**src/rtl/adt7420_poller.sv**
```systemverilog
// ADT7420 polling sequencer: one config write after enable, then a periodic 2-byte
// temperature read through i2c_master, with bounded retries and sticky error reporting.
module adt7420_poller #(
    parameter logic [6:0]  I2C_ADDR    = 7'h4B,
    parameter logic [7:0]  TEMP_REG    = 8'h00,
    parameter logic [7:0]  CFG_REG     = 8'h03,
    parameter logic [7:0]  CFG_VALUE   = 8'h80,
    parameter logic [23:0] POLL_PERIOD = 24'd10_000_000,
    parameter int unsigned MAX_RETRIES = 2
) (
    input  logic        i_clk,
    input  logic        reset,
    input  logic        enable,
    input  logic        clr_err,
    output logic [7:0]  o_addr_w_rw,
    output logic [15:0] o_sub_addr,
    output logic        o_sub_len,
    output logic [23:0] o_byte_len,
    output logic [7:0]  o_data_write,
    output logic        o_req_trans,
    input  logic [7:0]  i_data_out,
    input  logic        i_valid_out,
    input  logic        i_req_data_chunk,
    input  logic        i_busy,
    input  logic        i_nack,
    output logic [15:0] temp_data,
    output logic        temp_valid,
    output logic        cfg_done,
    output logic        err,
    output logic [7:0]  err_cnt,
    output logic        active
);

    localparam logic [23:0] TmrReload  = POLL_PERIOD - 24'd1;
    localparam logic [7:0]  MaxRetries = 8'(MAX_RETRIES);

    typedef enum logic [2:0] {
        StIdle, StCfgReq, StRdReq, StXfer, StDone, StWaitTmr
    } state_e;

    state_e      state_q;
    logic        is_rd_q, req_q, fail_q, ok_q;
    logic [7:0]  addr_q, wdata_q, msb_q, lsb_q, retry_q;
    logic [15:0] sub_q;
    logic [23:0] len_q, timer_q;
    logic [1:0]  cnt_q;
    logic [15:0] temp_q;
    logic        tvalid_q, cfg_done_q, err_q;
    logic [7:0]  err_cnt_q;

    logic        fail_d, xfer_ok;
    logic [1:0]  cnt_d;
    logic [7:0]  msb_d, lsb_d;
    logic        unused_chunk;

    assign unused_chunk = i_req_data_chunk;

    // Fold in the current cycle so a NACK or byte coincident with busy falling still counts.
    always_comb begin
        fail_d = fail_q | i_nack;
        cnt_d  = cnt_q;
        msb_d  = msb_q;
        lsb_d  = lsb_q;
        if (i_valid_out) begin
            if (cnt_q == 2'd0) begin
                msb_d = i_data_out;
                cnt_d = 2'd1;
            end else if (cnt_q == 2'd1) begin
                lsb_d = i_data_out;
                cnt_d = 2'd2;
            end
        end
        xfer_ok = !fail_d && (!is_rd_q || cnt_d == 2'd2);
    end

    always_ff @(posedge i_clk or posedge reset) begin
        if (reset) begin
            state_q    <= StIdle;
            is_rd_q    <= 1'b0;
            req_q      <= 1'b0;
            fail_q     <= 1'b0;
            ok_q       <= 1'b0;
            addr_q     <= 8'h00;
            wdata_q    <= 8'h00;
            msb_q      <= 8'h00;
            lsb_q      <= 8'h00;
            retry_q    <= 8'h00;
            sub_q      <= 16'h0000;
            len_q      <= 24'h0;
            timer_q    <= 24'h0;
            cnt_q      <= 2'd0;
            temp_q     <= 16'h0000;
            tvalid_q   <= 1'b0;
            cfg_done_q <= 1'b0;
            err_q      <= 1'b0;
            err_cnt_q  <= 8'h00;
        end else begin
            tvalid_q <= 1'b0;
            unique case (state_q)
                StIdle: begin
                    if (enable) begin
                        if (cfg_done_q) begin
                            state_q <= StWaitTmr;
                            timer_q <= TmrReload;
                        end else begin
                            state_q <= StCfgReq;
                            is_rd_q <= 1'b0;
                            req_q   <= 1'b1;
                            addr_q  <= {I2C_ADDR, 1'b0};
                            sub_q   <= {8'h00, CFG_REG};
                            len_q   <= 24'd1;
                            wdata_q <= CFG_VALUE;
                        end
                    end
                end
                StCfgReq, StRdReq: begin
                    if (i_busy) begin
                        req_q   <= 1'b0;
                        fail_q  <= 1'b0;
                        cnt_q   <= 2'd0;
                        state_q <= StXfer;
                    end
                end
                StXfer: begin
                    fail_q <= fail_d;
                    cnt_q  <= cnt_d;
                    msb_q  <= msb_d;
                    lsb_q  <= lsb_d;
                    if (!i_busy) begin
                        state_q <= StDone;
                        ok_q    <= xfer_ok;
                        if (xfer_ok && is_rd_q) begin
                            temp_q   <= {msb_d, lsb_d};
                            tvalid_q <= 1'b1;
                        end
                        if (xfer_ok && !is_rd_q) begin
                            cfg_done_q <= 1'b1;
                        end
                    end
                end
                StDone: begin
                    if (ok_q) begin
                        retry_q <= 8'h00;
                        state_q <= StWaitTmr;
                        timer_q <= TmrReload;
                    end else if (retry_q < MaxRetries) begin
                        // Request fields are still held from the failed attempt.
                        retry_q <= retry_q + 8'd1;
                        req_q   <= 1'b1;
                        state_q <= is_rd_q ? StRdReq : StCfgReq;
                    end else begin
                        err_q   <= 1'b1;
                        if (err_cnt_q != 8'hFF) begin
                            err_cnt_q <= err_cnt_q + 8'd1;
                        end
                        retry_q <= 8'h00;
                        state_q <= StWaitTmr;
                        timer_q <= TmrReload;
                    end
                end
                StWaitTmr: begin
                    if (!enable) begin
                        state_q <= StIdle;
                    end else if (timer_q == 24'h0) begin
                        req_q   <= 1'b1;
                        addr_q  <= {I2C_ADDR, cfg_done_q};
                        if (cfg_done_q) begin
                            state_q <= StRdReq;
                            is_rd_q <= 1'b1;
                            sub_q   <= {8'h00, TEMP_REG};
                            len_q   <= 24'd2;
                            wdata_q <= 8'h00;
                        end else begin
                            state_q <= StCfgReq;
                            is_rd_q <= 1'b0;
                            sub_q   <= {8'h00, CFG_REG};
                            len_q   <= 24'd1;
                            wdata_q <= CFG_VALUE;
                        end
                    end else begin
                        timer_q <= timer_q - 24'd1;
                    end
                end
                default: state_q <= StIdle;
            endcase
            // Clearing takes priority over an error raised in the same cycle.
            if (clr_err) begin
                err_q     <= 1'b0;
                err_cnt_q <= 8'h00;
            end
        end
    end

    assign o_addr_w_rw  = addr_q;
    assign o_sub_addr   = sub_q;
    assign o_sub_len    = 1'b0;
    assign o_byte_len   = len_q;
    assign o_data_write = wdata_q;
    assign o_req_trans  = req_q;
    assign temp_data    = temp_q;
    assign temp_valid   = tvalid_q;
    assign cfg_done     = cfg_done_q;
    assign err          = err_q;
    assign err_cnt      = err_cnt_q;
    assign active       = (state_q != StIdle);

endmodule

```
**config.mk**
```make
export PLATFORM = sky130hd
export DESIGN_NAME = adt7420_poller
export DESIGN_NICKNAME = d
export VERILOG_FILES = /design/src/rtl/adt7420_poller.sv
export SDC_FILE = /design/constraint.sdc
export NUM_CORES = 1
export LEC_CHECK = 0
export BUFFER_PORTS_ARGS = -buffer_cell sky130_fd_sc_hd__buf_2
export CORE_UTILIZATION = 40
export DETAILED_ROUTE_END_ITERATION = 12
export SYNTH_ARGS = -nofsm -noshare
export SYNTH_HDL_FRONTEND = slang
export SYNTH_SLANG_ARGS = --single-unit
```
**constraint.sdc**
```tcl
create_clock -name i_clk -period 4.2 [get_ports i_clk]
set_input_delay 0.63 -clock i_clk [delete_from_list [all_inputs] [get_ports i_clk]]
set_output_delay 0.63 -clock i_clk [all_outputs]
set_load 0.05 [all_outputs]
```
======== Yosys cells after proc, flatten, opt, wreduce, memory -nomap -nowiden ========
Cells that the tools add are included.
W data, S select, Z words.
storage, ports and cells
  bits in registers ....................... 140
  output and inout bits ................... 86
  input bits .............................. 16
  word-level logic and storage cells ...... 154
operators by class
  bitwise operators ....................... 2
  eq/ne operators ......................... 22
  multiplexer cells ....................... 80
  order comparisons ....................... 1
  reduce and logical (&&, ||, !) cells .... 27
  add/subtract/negate cells ............... 3
operators with widths
  cell                     number
  $mux W24                 10
  $mux W8                  21
  $pmux W24 S3             1
  $mux W16                 4
  $pmux W24 S2             1
  $pmux W16 S2             1
  $pmux W8 S2              2
  $logic_not A24 Y1        1
  $mux W3                  8
  $ne A2 B2 Y1 const B     12
  $sub A24 B1 Y24 const B  1
  $mux W1                  19
  $add A8 B1 Y8 const B    2
  $mux W2                  8
  $pmux W3 S5              1
  $reduce_and A3 Y1        3
  $lt A8 B2 Y1 const B     1
  $ne A8 B8 Y1 const B     1
  $reduce_and A4 Y1        2
  $reduce_and A8 Y1        1
  $reduce_bool A2 Y1       4
  $eq A3 B2 Y1 const B     2
  $eq A3 B3 Y1 const B     2
  $ne A3 B3 Y1 const B     2
  other kinds (19)         25

======== Longest topological paths before layout ========
Gate-level depths: netlist of run 1.
  depth in word-level cells ............... 11
  gate-level depth with buffers ........... 9
  gate-level depth less buffers ........... 7

======== Least setup slack after synthesis of run 1 ========
Ideal clock, no wire load.
  path type ............................... reg-to-reg
  from .................................... register timer_q[9]
  to ...................................... register timer_q[18]
  period minus slack after synthesis ...... 2.422 ns
  path slack .............................. 1.778 ns
  arrival time ............................ 2.298 ns
  required time ........................... 4.076 ns
  stages on the path, launching flop included .. 7
  path through ............................ dfrtp_1 -> or4_1 -> buf_2 -> or3_1 -> or4_1 -> and3_1 -> a211o_1
on the way
  cells in the longest elaborated chain, start to end .. 4
RTL lines
  element                   line  RTL
  start: declaration        45    logic [23:0] len_q, timer_q;
  start signal: assignment  104   timer_q <= TmrReload;
  start signal: assignment  145   timer_q <= TmrReload;
  start signal: assignment  158   timer_q <= TmrReload;
  $sub A24 B1 Y24           181   timer_q <= timer_q - 24'd1;
  $mux W24                  164   end else if (timer_q == 24'h0) begin
  $mux W24                  162   if (!enable) begin
  $pmux W24 S3              99    unique case (state_q)
Several ways; a longest one is shown, not always the timed one. The select of a mux whose other input is x is not followed.
A chain may end at the register's enable or synchronous reset.

======== Final worst setup path of run 1 ========
  from .................................... register timer_q[9]
  to ...................................... register timer_q[3]
on the way
  cells in the longest elaborated chain, start to end .. 3
RTL lines
  element                      line
  $logic_not A24 Y1            164
  $ne A2 B2 Y1 (no line)       n/a
  $reduce_and A6 Y1 (no line)  n/a
No other way between the ends.

==> metrics.cfg, run 1 <==
[status]
status = completed

[clock_tree]
cts_made_buffers = 9
clock_latency_ns = 0.35
clock_sinks = 86
root_buffer = clkbuf_16
cts_max_level = 3
path_clk_slew_ns = 0.07
cts_buffer_depth = 2
hold_buffers = 0
cts_tree = built
postCtsSetupBuffers = 0
cts_resized = 0

[grt]
track_usage = 0.172
antenna_found_initial = 0
grt_max_degree = 59
grt_pass1_vias = 3410
gr-total-overflow = 0
grt_pass1_wl_mm = 16.9

[detailed_routing]
routedWlPerCell_um = 15.0
route.detailed.drc = 0
dr.pass1.iters = 5
ant_nets = 0
dr_total_vias = 3612
vias_per_cell = 5.30
first_iter_violations = 230
routed_wl_mm = 10.2

[yosys]
avgSynthCellArea_sq_um = 9.48
yosysWarnings = 0
synth_edf_count = 0
synthCells = 500
ys_ff_latch = 86
syn_area_sq_mm = 0.00474
seq_area_frac_synth = 0.454
synthArstFlopShare = 1.00
synth_cell_types = 47
synth_ff_type = dfrtp_1

[pwr]
clkPwrFrac = 0.249
vdd_drop_max_mv = 0.326
p_leak_nw = 2.40
seqPwrFrac = 0.375
cellInternalPower_mw = 1.83
powerDensity_mw_per_mm2 = 615
switching_share = 0.424
comb_power_share = 0.377
power.switching_mw = 1.35

[worst_setup_path]
crit_end = timer_q[3]$_DFFE_PP0P_
cp.required_ns = 4.41
cp-start-kind = flop
reg2reg_depth = 5
worstReg2RegEnd = timer_q[3]$_DFFE_PP0P_
path_class = flop to flop
path_max_fanout = 11
cp-end-kind = flop
critical_path_arrival_ns = 3.04
r2r_start = timer_q[9]$_DFFE_PP0P_
reg2reg_slack_ns = 1.37
critPathLaunch = timer_q[9]$_DFFE_PP0P_

[timing]
finalCriticalPeriod_ns = 2.83
rsz0062_at_grt = no
fin_skew_ns = 0.0122
max_freq_mhz = 353
final_max_slew_viol_count = 0
slew_headroom = 0.291
hold_violations = 0
worst_hold_slack_ns = 0.480
tightest_slew_ns = 1.06
fin_crit_sh = 0.674
setup_viol = 0
fin_ws_ns = 1.37
fin_tns_setup_ns = 0

[cells_and_area]
fin_nets = 556
layoutNonFillerInstCount = 682
design_area_sq_mm = 0.00516
drive_above_1_share = 0.174
area_growth_pct = 8.89
n_fill_cell = 1098
diodes = 0

[placement]
portBuffers = 53
dpl.cell_count = 666
placed_cell_area_sq_mm = 0.00487
pre_cts_slack_ns = 1.40
gp_congestion = 0.811
dp_hpwl_mm = 7.03

[run]
drv_cap = 0

[floorplan]
num_rows = 39
die_w_um = 111
initial_utilization = 0.414
core_area_sq_mm = 0.0115
dieArea_sq_mm = 0.0123
die_h_um = 111
io_pins = 102

[min_path]
worstHoldPathType = primary input to async pin

## cell families after synthesis
family                     synth area share
xor gates and xnor gates             0.0166
muxes                                0.0805
adders and majority gates            0.0158
AOI/OAI and AO/OA                     0.125
other                              0.000791
and+or+nand+nor                       0.192
buffers and inverters                 0.115
DFF                                   0.454
## layout by cell type, fill, tap and decap left out, drive strengths merged, types with 6 or more instances in the layout
master / count
or3: 6
nand3: 14
a21oi: 19
ha: 6
o21ai: 36
conb: 47
xnor2: 9
dfrtp: 86
nand2: 42
nor3: 17
buf: 55
inv: 12
a31oi: 13
mux2i: 19
clkbuf: 11
o31ai: 9
nor4: 8
and3: 6
mux2: 17
or4: 9
nor2: 37
## critical path, stage by stage, from the launching register on
cell and delay (ns):
dfrtp_1 0.42, or4_1 0.66, nor3_2 0.57, a31oi_1 0.50, nand2_1 0.40, o211ai_1 0.15
## flip-flops by register name (all words and copies together), names as in the netlist
register / flops
o_sub_addr: 1
fail_q: 1
temp_valid: 1
temp_data: 16
msb_q: 8
ok_q: 1
retry_q: 8
err_cnt: 8
cfg_done: 1
err: 1
o_req_trans: 1
cnt_q: 2
state_q: 3
o_addr_w_rw: 2
lsb_q: 8
timer_q: 24
## worst min-delay path by stage
stage	cells after the start	start	slack [ns]	end
global route	2	temp_data[15]$_DFFE_PP0P_	0.51	temp_data[15]$_DFFE_PP0P_
detailed placement	2	temp_data[9]$_DFFE_PP0P_	0.47	temp_data[9]$_DFFE_PP0P_
global placement	2	temp_data[7]$_DFFE_PP0P_	0.46	temp_data[7]$_DFFE_PP0P_
CTS	2	temp_data[2]$_DFFE_PP0P_	0.49	temp_data[2]$_DFFE_PP0P_
finish	2	reset	0.48	temp_data[13]$_DFFE_PP0P_
floorplan	2	cnt_q[1]$_DFFE_PP0P_	0.45	cnt_q[1]$_DFFE_PP0P_
## cell usage after synthesis, drive strengths merged (12+ instances only)
library cell  count  area, sq um
nand2            42          158
inv              12         45.0
a31oi            13         81.3
dfrtp            86         2150
mux2             17          191
mux2i            19          190
o21ai            36          180
clkbuf           20         75.1
nor2             37          139
nor3             17         90.1
nand3            14         70.1
buf              58          427
a21oi            19         95.1
## power by group through the flow
stage / sequential [mW] / combinational [mW] / clock [mW]
floorplan: 1.26 / 0.953 / 0
global placement: 1.19 / 1.18 / 0
detailed placement: 1.20 / 1.20 / 0
CTS: 1.19 / 1.20 / 0.812
global route: 1.22 / 1.31 / 0.849
finish: 1.19 / 1.20 / 0.790
## cell type report
| cell class | instances | area, sq um | share of cell area |
|---|---|---|---|
| tap | 143 | 179 | 0.0346 |
| timing repair buffer | 55 | 280 | 0.0543 |
| inverter | 12 | 46.3 | 0.00897 |
| multi-input combinational | 370 | 2220 | 0.429 |
| clock inverter | 5 | 57.6 | 0.0111 |
| sequential | 86 | 2150 | 0.417 |
| clock buffer | 11 | 233 | 0.0451 |
## routing by layer
layer / vias to the layer above / routed length [um] / track usage
li1: 1753 / - / -
met1: 1757 / 4720 / 0.223
met2: 90 / 4820 / 0.270
met3: 12 / 501 / 0.0470
met4: 0 / 169 / 0.0711
met5: - / 0 / 0
## stage by stage
step / utilization / total power [mW]
detailed placement: 0.425 / 2.40
CTS: 0.450 / 3.20
floorplan: - / 2.21
global placement: 0.425 / 2.37
global route: 0.450 / 3.38
finish: 0.450 / 3.18
Note: power is estimated with default switching activity, not from simulation.
==> inputs of run 2 (changes only) <==
clock period = 2.35 ns   (was 4.2 ns; I/O delays follow)
==> run 2 against run 1 <==
Effect of this change:
- critical path depth unchanged
- wire length up 2.4%
- flip-flop and latch count unchanged
- combinational power up 100%
- sequential power up 74%
- die area unchanged
- setup slack worse by 1.3 ns
- clock-buffer cell count down 1
- maximum frequency up 23%
- largest cell class unchanged
==> metrics.cfg, run 2 (synthesis results as in run 1) <==
[clock_tree]
cts_buffer_depth = 2  ; unchanged
clock_sinks = 86  ; unchanged
root_buffer = clkbuf_16  ; unchanged
postCtsSetupBuffers = 0  ; unchanged
hold_buffers = 0  ; unchanged
path_clk_slew_ns = 0.07  ; about the same
cts_tree = built  ; unchanged
cts_max_level = 3  ; unchanged
cts_made_buffers = 9  ; unchanged
clock_latency_ns = 0.35  ; about the same

[placement]
portBuffers = 53  ; unchanged
dpl.cell_count = 702  ; was 666
dp_hpwl_mm = 7.36  ; was 7.03 mm
gp_congestion = 0.867  ; was 0.811

[detailed_routing]
route.detailed.drc = 0  ; unchanged
dr_wl_met3_um = 515  ; was 501 um
routedWlPerCell_um = 14.6  ; was 15.0 um
wl_met1_mm = 4.89  ; was 4.72 mm
ant_nets = 0  ; unchanged
highest-signal-layer = met4  ; unchanged
first_iter_violations = 150  ; was 230
wl_met2_mm = 4.86  ; was 4.82 mm
vias_per_cell = 5.23  ; was 5.30
routed_wl_mm = 10.5  ; was 10.2 mm
dr.pass1.iters = 4  ; was 5
dr_total_vias = 3755  ; was 3612

[grt]
gr-total-overflow = 0  ; unchanged
track_usage = 0.179  ; was 0.172
grt_pass1_vias = 3587  ; was 3410
grt_pass1_wl_mm = 17.7  ; was 16.9 mm
grt_max_degree = 87  ; was 59
antenna_found_initial = 0  ; unchanged

[worst_setup_path]
worstReg2RegEnd = timer_q[18]$_DFFE_PP0P_  ; was timer_q[3]$_DFFE_PP0P_
path_class = flop to flop  ; unchanged
reg2reg_depth = 5  ; unchanged
critical_path_arrival_ns = 2.54  ; was 3.04 ns
crit_slowest_cell = or4_1  ; unchanged
cp.required_ns = 2.58  ; was 4.41 ns
r2r_start = timer_q[6]$_DFFE_PP0P_  ; was timer_q[9]$_DFFE_PP0P_
slowest_delay_ns = 0.57  ; was 0.66 ns
crit_chain = or4_1 -> or2_4 -> or4_4 -> and3_1 -> a211o_1  ; was or4_1 -> nor3_2 -> a31oi_1 -> nand2_1 -> o211ai_1
cp-start-kind = flop  ; unchanged
reg2reg_slack_ns = 0.04  ; was 1.37 ns
cp-end-kind = flop  ; unchanged
path_max_fanout = 4  ; was 11

[timing]
final_max_slew_viol_count = 0  ; unchanged
setup_viol = 0  ; unchanged
tightest_slew_ns = 0.541  ; was 1.06 ns
fin_skew_ns = 0.00892  ; was 0.0122 ns
finalCriticalPeriod_ns = 2.31  ; was 2.83 ns
rsz0062_at_grt = no  ; unchanged
fin_crit_sh = 0.981  ; was 0.674
hold_violations = 0  ; unchanged
slew_headroom = 0.639  ; was 0.291
max_freq_mhz = 434  ; was 353 MHz

[run]
drv_cap = 0  ; unchanged

[cells_and_area]
most-common-layout-cells = dfrtp_1, buf_2, conb_1, nand2_1  ; was dfrtp_1, buf_2, conb_1, nand2_1, nor2_1
layoutNonFillerInstCount = 718  ; was 682
diodes = 0  ; unchanged
layout_commonest_cell = dfrtp_1  ; unchanged
regMostFlops = timer_q  ; unchanged
drive_above_1_share = 0.247  ; was 0.174
fin_nets = 592  ; was 556
area_growth_pct = 16.5  ; was 8.89%
largest_reg_flops = 24  ; unchanged
final_util = 0.482  ; was 0.450

[floorplan]
initial_utilization = 0.414  ; unchanged
num_rows = 39  ; unchanged
dieArea_sq_mm = 0.0123  ; unchanged
core_area_sq_mm = 0.0115  ; unchanged
die_w_um = 111  ; unchanged
die_h_um = 111  ; unchanged
io_pins = 102  ; unchanged

[pwr]
vdd_drop_max_mv = 1.03  ; was 0.326 mV
powerDensity_mw_per_mm2 = 1080  ; was 615 mW/mm^2
p_leak_nw = 2.58  ; was 2.40 nW

[min_path]
worstHoldPathType = primary input to async pin  ; unchanged

[status]
status = completed  ; unchanged

-- run 2: changes by cell type in the layout (fill, tap and decap cells not counted), moves of 2 or more --
cell and delta:
clkinv_2 -2, inv_1 -2, or4_4 +2, clkinvlp_4 +2, or4_1 -2, inv_2 +2
clkbuf_1 -2, buf_4 +34
-- run 2: worst max-delay path by stage --
stage,startpoint,to
global route,timer_q[6]$_DFFE_PP0P_,timer_q[18]$_DFFE_PP0P_
floorplan,timer_q[10]$_DFFE_PP0P_,timer_q[18]$_DFFE_PP0P_
CTS,timer_q[1]$_DFFE_PP0P_,timer_q[18]$_DFFE_PP0P_
detailed placement,state_q[2]$_DFFE_PP0P_,timer_q[18]$_DFFE_PP0P_
global placement,state_q[2]$_DFFE_PP0P_,timer_q[14]$_DFFE_PP0P_
finish,timer_q[6]$_DFFE_PP0P_,timer_q[18]$_DFFE_PP0P_
-- run 2: power by group --
| group | total, mW | switching, mW | internal [mW] |
|---|---|---|---|
| Combinational | 2.45 | 1.64 | 0.810 |
| Clock | 1.48 | 0.617 | 0.858 |
| Sequential | 2.07 | 0.260 | 1.81 |
| Total | 5.99 | 2.51 | 3.47 |
-- run 2: critical path: cells and delay by family (launching register included) --
family | cells | cell delay, ns
compound gates | 1 | 0.27
flops | 1 | 0.41
simple gates | 4 | 1.52
-- run 2: layout make-up --
class                           count  area, sq um
Timing Repair Buffer               91          567
Multi-Input combinational cell    370         2270
Clock inverter                      6         68.8
Fill cell                        1075         5940
Tap cell                          143          179
Inverter                           12         48.8
Clock buffer                       10          239
Sequential cell                    86         2150
-- run 2: repair_timing --
item                       in CTS  in global routing
resized for setup               1                 12
cloned                          0                  0
pin swaps                       0                  2
setup endpoints to repair       4                 13
-- run 2: metal layers --
layer,up-vias,track usage
met5,-,0
met4,0,0.0693
met1,1816,0.237
li1,1823,-
met2,100,0.279
met3,16,0.0470
-- run 2: per-stage QoR --
step	hold WS [ns]	setup slack (ns)	total power, mW	cell area (sq um)	TNS (ns)
after floorplan	0.450	0.0192	3.96	4930	0
after global placement	0.463	0.0320	4.43	5160	0
after detailed placement	0.466	-0.0281	4.50	5160	-0.0556
after CTS	0.156	0.00594	6.01	5470	0
after global routing	0.180	0.00562	6.36	5530	0
final	0.130	0.0437	5.99	5530	0
==> inputs of run 3 (changes only) <==
REMOVE_ABC_BUFFERS = 1   (was default)
==> run 3 against run 2 <==
Effect of this change:
- critical path depth up 2
- sequential power about the same
- maximum frequency up 0.78%
==> metrics.cfg, run 3 (synthesis results as in run 1) <==
[status]
status = completed  ; unchanged

[timing]
setup_viol = 0  ; unchanged
rsz0062_at_grt = no  ; unchanged
final_max_slew_viol_count = 0  ; unchanged
max_freq_mhz = 437  ; was 434 MHz
hold_violations = 0  ; unchanged
slew_headroom = 0.593  ; was 0.639
fin_crit_sh = 0.974  ; was 0.981
finalCriticalPeriod_ns = 2.29  ; was 2.31 ns
fin_skew_ns = 0.00409  ; was 0.00892 ns
tightest_slew_ns = 0.609  ; was 0.541 ns

[floorplan]
dieArea_sq_mm = 0.0123  ; unchanged
die_h_um = 111  ; unchanged
io_pins = 102  ; unchanged
initial_utilization = 0.414  ; unchanged
num_rows = 39  ; unchanged
die_w_um = 111  ; unchanged
core_area_sq_mm = 0.0115  ; unchanged

[placement]
placed_cell_area_sq_mm = 0.00517  ; was 0.00516 sq mm
dp_hpwl_mm = 7.69  ; was 7.36 mm
gp_congestion = 0.827  ; was 0.867
portBuffers = 53  ; unchanged
dpl.cell_count = 704  ; was 702

[cells_and_area]
largest_reg_flops = 24  ; unchanged
area_growth_pct = 15.7  ; was 16.5%
drive_above_1_share = 0.244  ; was 0.247
layout_commonest_cell = dfrtp_1  ; unchanged
n_fill_cell = 1086  ; was 1075
design_area_sq_mm = 0.00549  ; was 0.00553 sq mm
final_util = 0.478  ; was 0.482
multi_input_area_sq_mm = 0.00224  ; was 0.00227 sq mm
regMostFlops = timer_q  ; unchanged
most-common-layout-cells = dfrtp_1, buf_2, conb_1, nand2_1, buf_4  ; was dfrtp_1, buf_2, conb_1, nand2_1
fin_nets = 595  ; was 592
diodes = 0  ; unchanged
seqCellArea_sq_mm = 0.00215  ; unchanged
layoutNonFillerInstCount = 721  ; was 718

[detailed_routing]
ant_nets = 0  ; unchanged
routed_wl_mm = 10.6  ; was 10.5 mm
first_iter_violations = 182  ; was 150
dr_total_vias = 3814  ; was 3755
vias_per_cell = 5.29  ; was 5.23
routedWlPerCell_um = 14.7  ; was 14.6 um
dr.pass1.iters = 4  ; unchanged
route.detailed.drc = 0  ; unchanged

[worst_setup_path]
path_class = flop to flop  ; unchanged
path_max_fanout = 2  ; was 4
cp-end-kind = flop  ; unchanged
reg2reg_depth = 7  ; was 5
worstReg2RegEnd = timer_q[18]$_DFFE_PP0P_  ; unchanged
r2r_start = timer_q[0]$_DFFE_PP0P_  ; was timer_q[6]$_DFFE_PP0P_
cp.required_ns = 2.58  ; about the same
cp-start-kind = flop  ; unchanged
reg2reg_slack_ns = 0.06  ; was 0.04 ns
critical_path_arrival_ns = 2.52  ; was 2.54 ns

[clock_tree]
root_buffer = clkbuf_16  ; unchanged
hold_buffers = 0  ; unchanged
cts_made_buffers = 9  ; unchanged
clock_latency_ns = 0.34  ; was 0.35 ns
cts_buffer_depth = 2  ; unchanged
cts_max_level = 3  ; unchanged
cts_tree = built  ; unchanged
clock_sinks = 86  ; unchanged
path_clk_slew_ns = 0.06  ; was 0.07 ns

[grt]
gr-total-overflow = 0  ; unchanged
track_usage = 0.181  ; was 0.179
grt_max_degree = 41  ; was 87
grt_pass1_wl_mm = 17.9  ; was 17.7 mm
grt_pass1_vias = 3649  ; was 3587
antenna_found_initial = 0  ; unchanged

[pwr]
vdd_drop_max_mv = 0.969  ; was 1.03 mV
p_leak_nw = 2.59  ; was 2.58 nW
powerDensity_mw_per_mm2 = 1080  ; about the same

[run]
drv_cap = 0  ; unchanged

[min_path]
worstHoldPathType = primary input to async pin  ; unchanged

-- run 3: cell count changes in the layout (fill, tap and decap cells not counted), sizes merged --
cell / previous run / this run
buf: 91 / 94
bufinv: 1 / 0
inv: 12 / 13
-- run 3: how the worst max path moves through the flow --
stage / cells after the start / startpoint / slack, ns / to
global route: 8 / timer_q[1]$_DFFE_PP0P_ / 0.005 / timer_q[8]$_DFFE_PP0P_
floorplan: 1 / reset / -0.22 / cfg_done$_DFFE_PP0P_
global placement: 5 / state_q[2]$_DFFE_PP0P_ / 0.03 / timer_q[14]$_DFFE_PP0P_
finish: 7 / timer_q[0]$_DFFE_PP0P_ / 0.06 / timer_q[18]$_DFFE_PP0P_
detailed placement: 5 / state_q[2]$_DFFE_PP0P_ / -0.02 / timer_q[18]$_DFFE_PP0P_
CTS: 5 / timer_q[6]$_DFFE_PP0P_ / 0.001 / timer_q[18]$_DFFE_PP0P_
-- run 3: power breakdown --
group          switching (mW)  leakage (nW)  internal [mW]
logic                    1.65          1.38          0.833
registers               0.254          1.08           1.81
clock network           0.610         0.135          0.749
total                    2.51          2.59           3.39
-- run 3: critical path, cell delays in order (launching register included) --
cell	delay, ns
dfrtp_1	0.39
inv_2	0.07
ha_2	0.17
or3b_4	0.37
or2_4	0.24
or4_1	0.48
and3_1	0.19
a211o_1	0.26
-- run 3: timing repair --
action	CTS	global route
resized for setup	5	4
endpoints found under the hold margin	0	0
buffers inserted	1	0
pin swaps	2	0
endpoints found under the setup margin	2	15
-- run 3: stage by stage --
step | setup TNS (ns) | hold slack (ns) | total power, mW | worst slack (ns)
global placement | 0 | 0.430 | 4.48 | 0.0260
global route | 0 | 0.102 | 6.26 | 0.00465
floorplan | -19.36 | 0.416 | 3.74 | -0.224
CTS | 0 | 0.0682 | 5.93 | 0.00132
detailed placement | -0.0325 | 0.441 | 4.54 | -0.0187
finish | 0 | 0.0565 | 5.90 | 0.0617
-- run 3: per-layer routing --
metal / vias up / global-route usage / routed length [um]
met2: 104 / 0.279 / 4940
met1: 1864 / 0.250 / 4980
met5: - / 0 / 0
li1: 1832 / - / -
met3: 14 / 0.0306 / 499
met4: 0 / 0.0773 / 191
-- run 3: final cells by class --
type | instances | share of cell area
multi-input cells | 370 | 0.409
clock inverters | 6 | 0.00775
clock buffers | 10 | 0.0436
inverters | 12 | 0.00844
flip-flops and latches | 86 | 0.392
repair buffers | 94 | 0.107
well taps | 143 | 0.0326
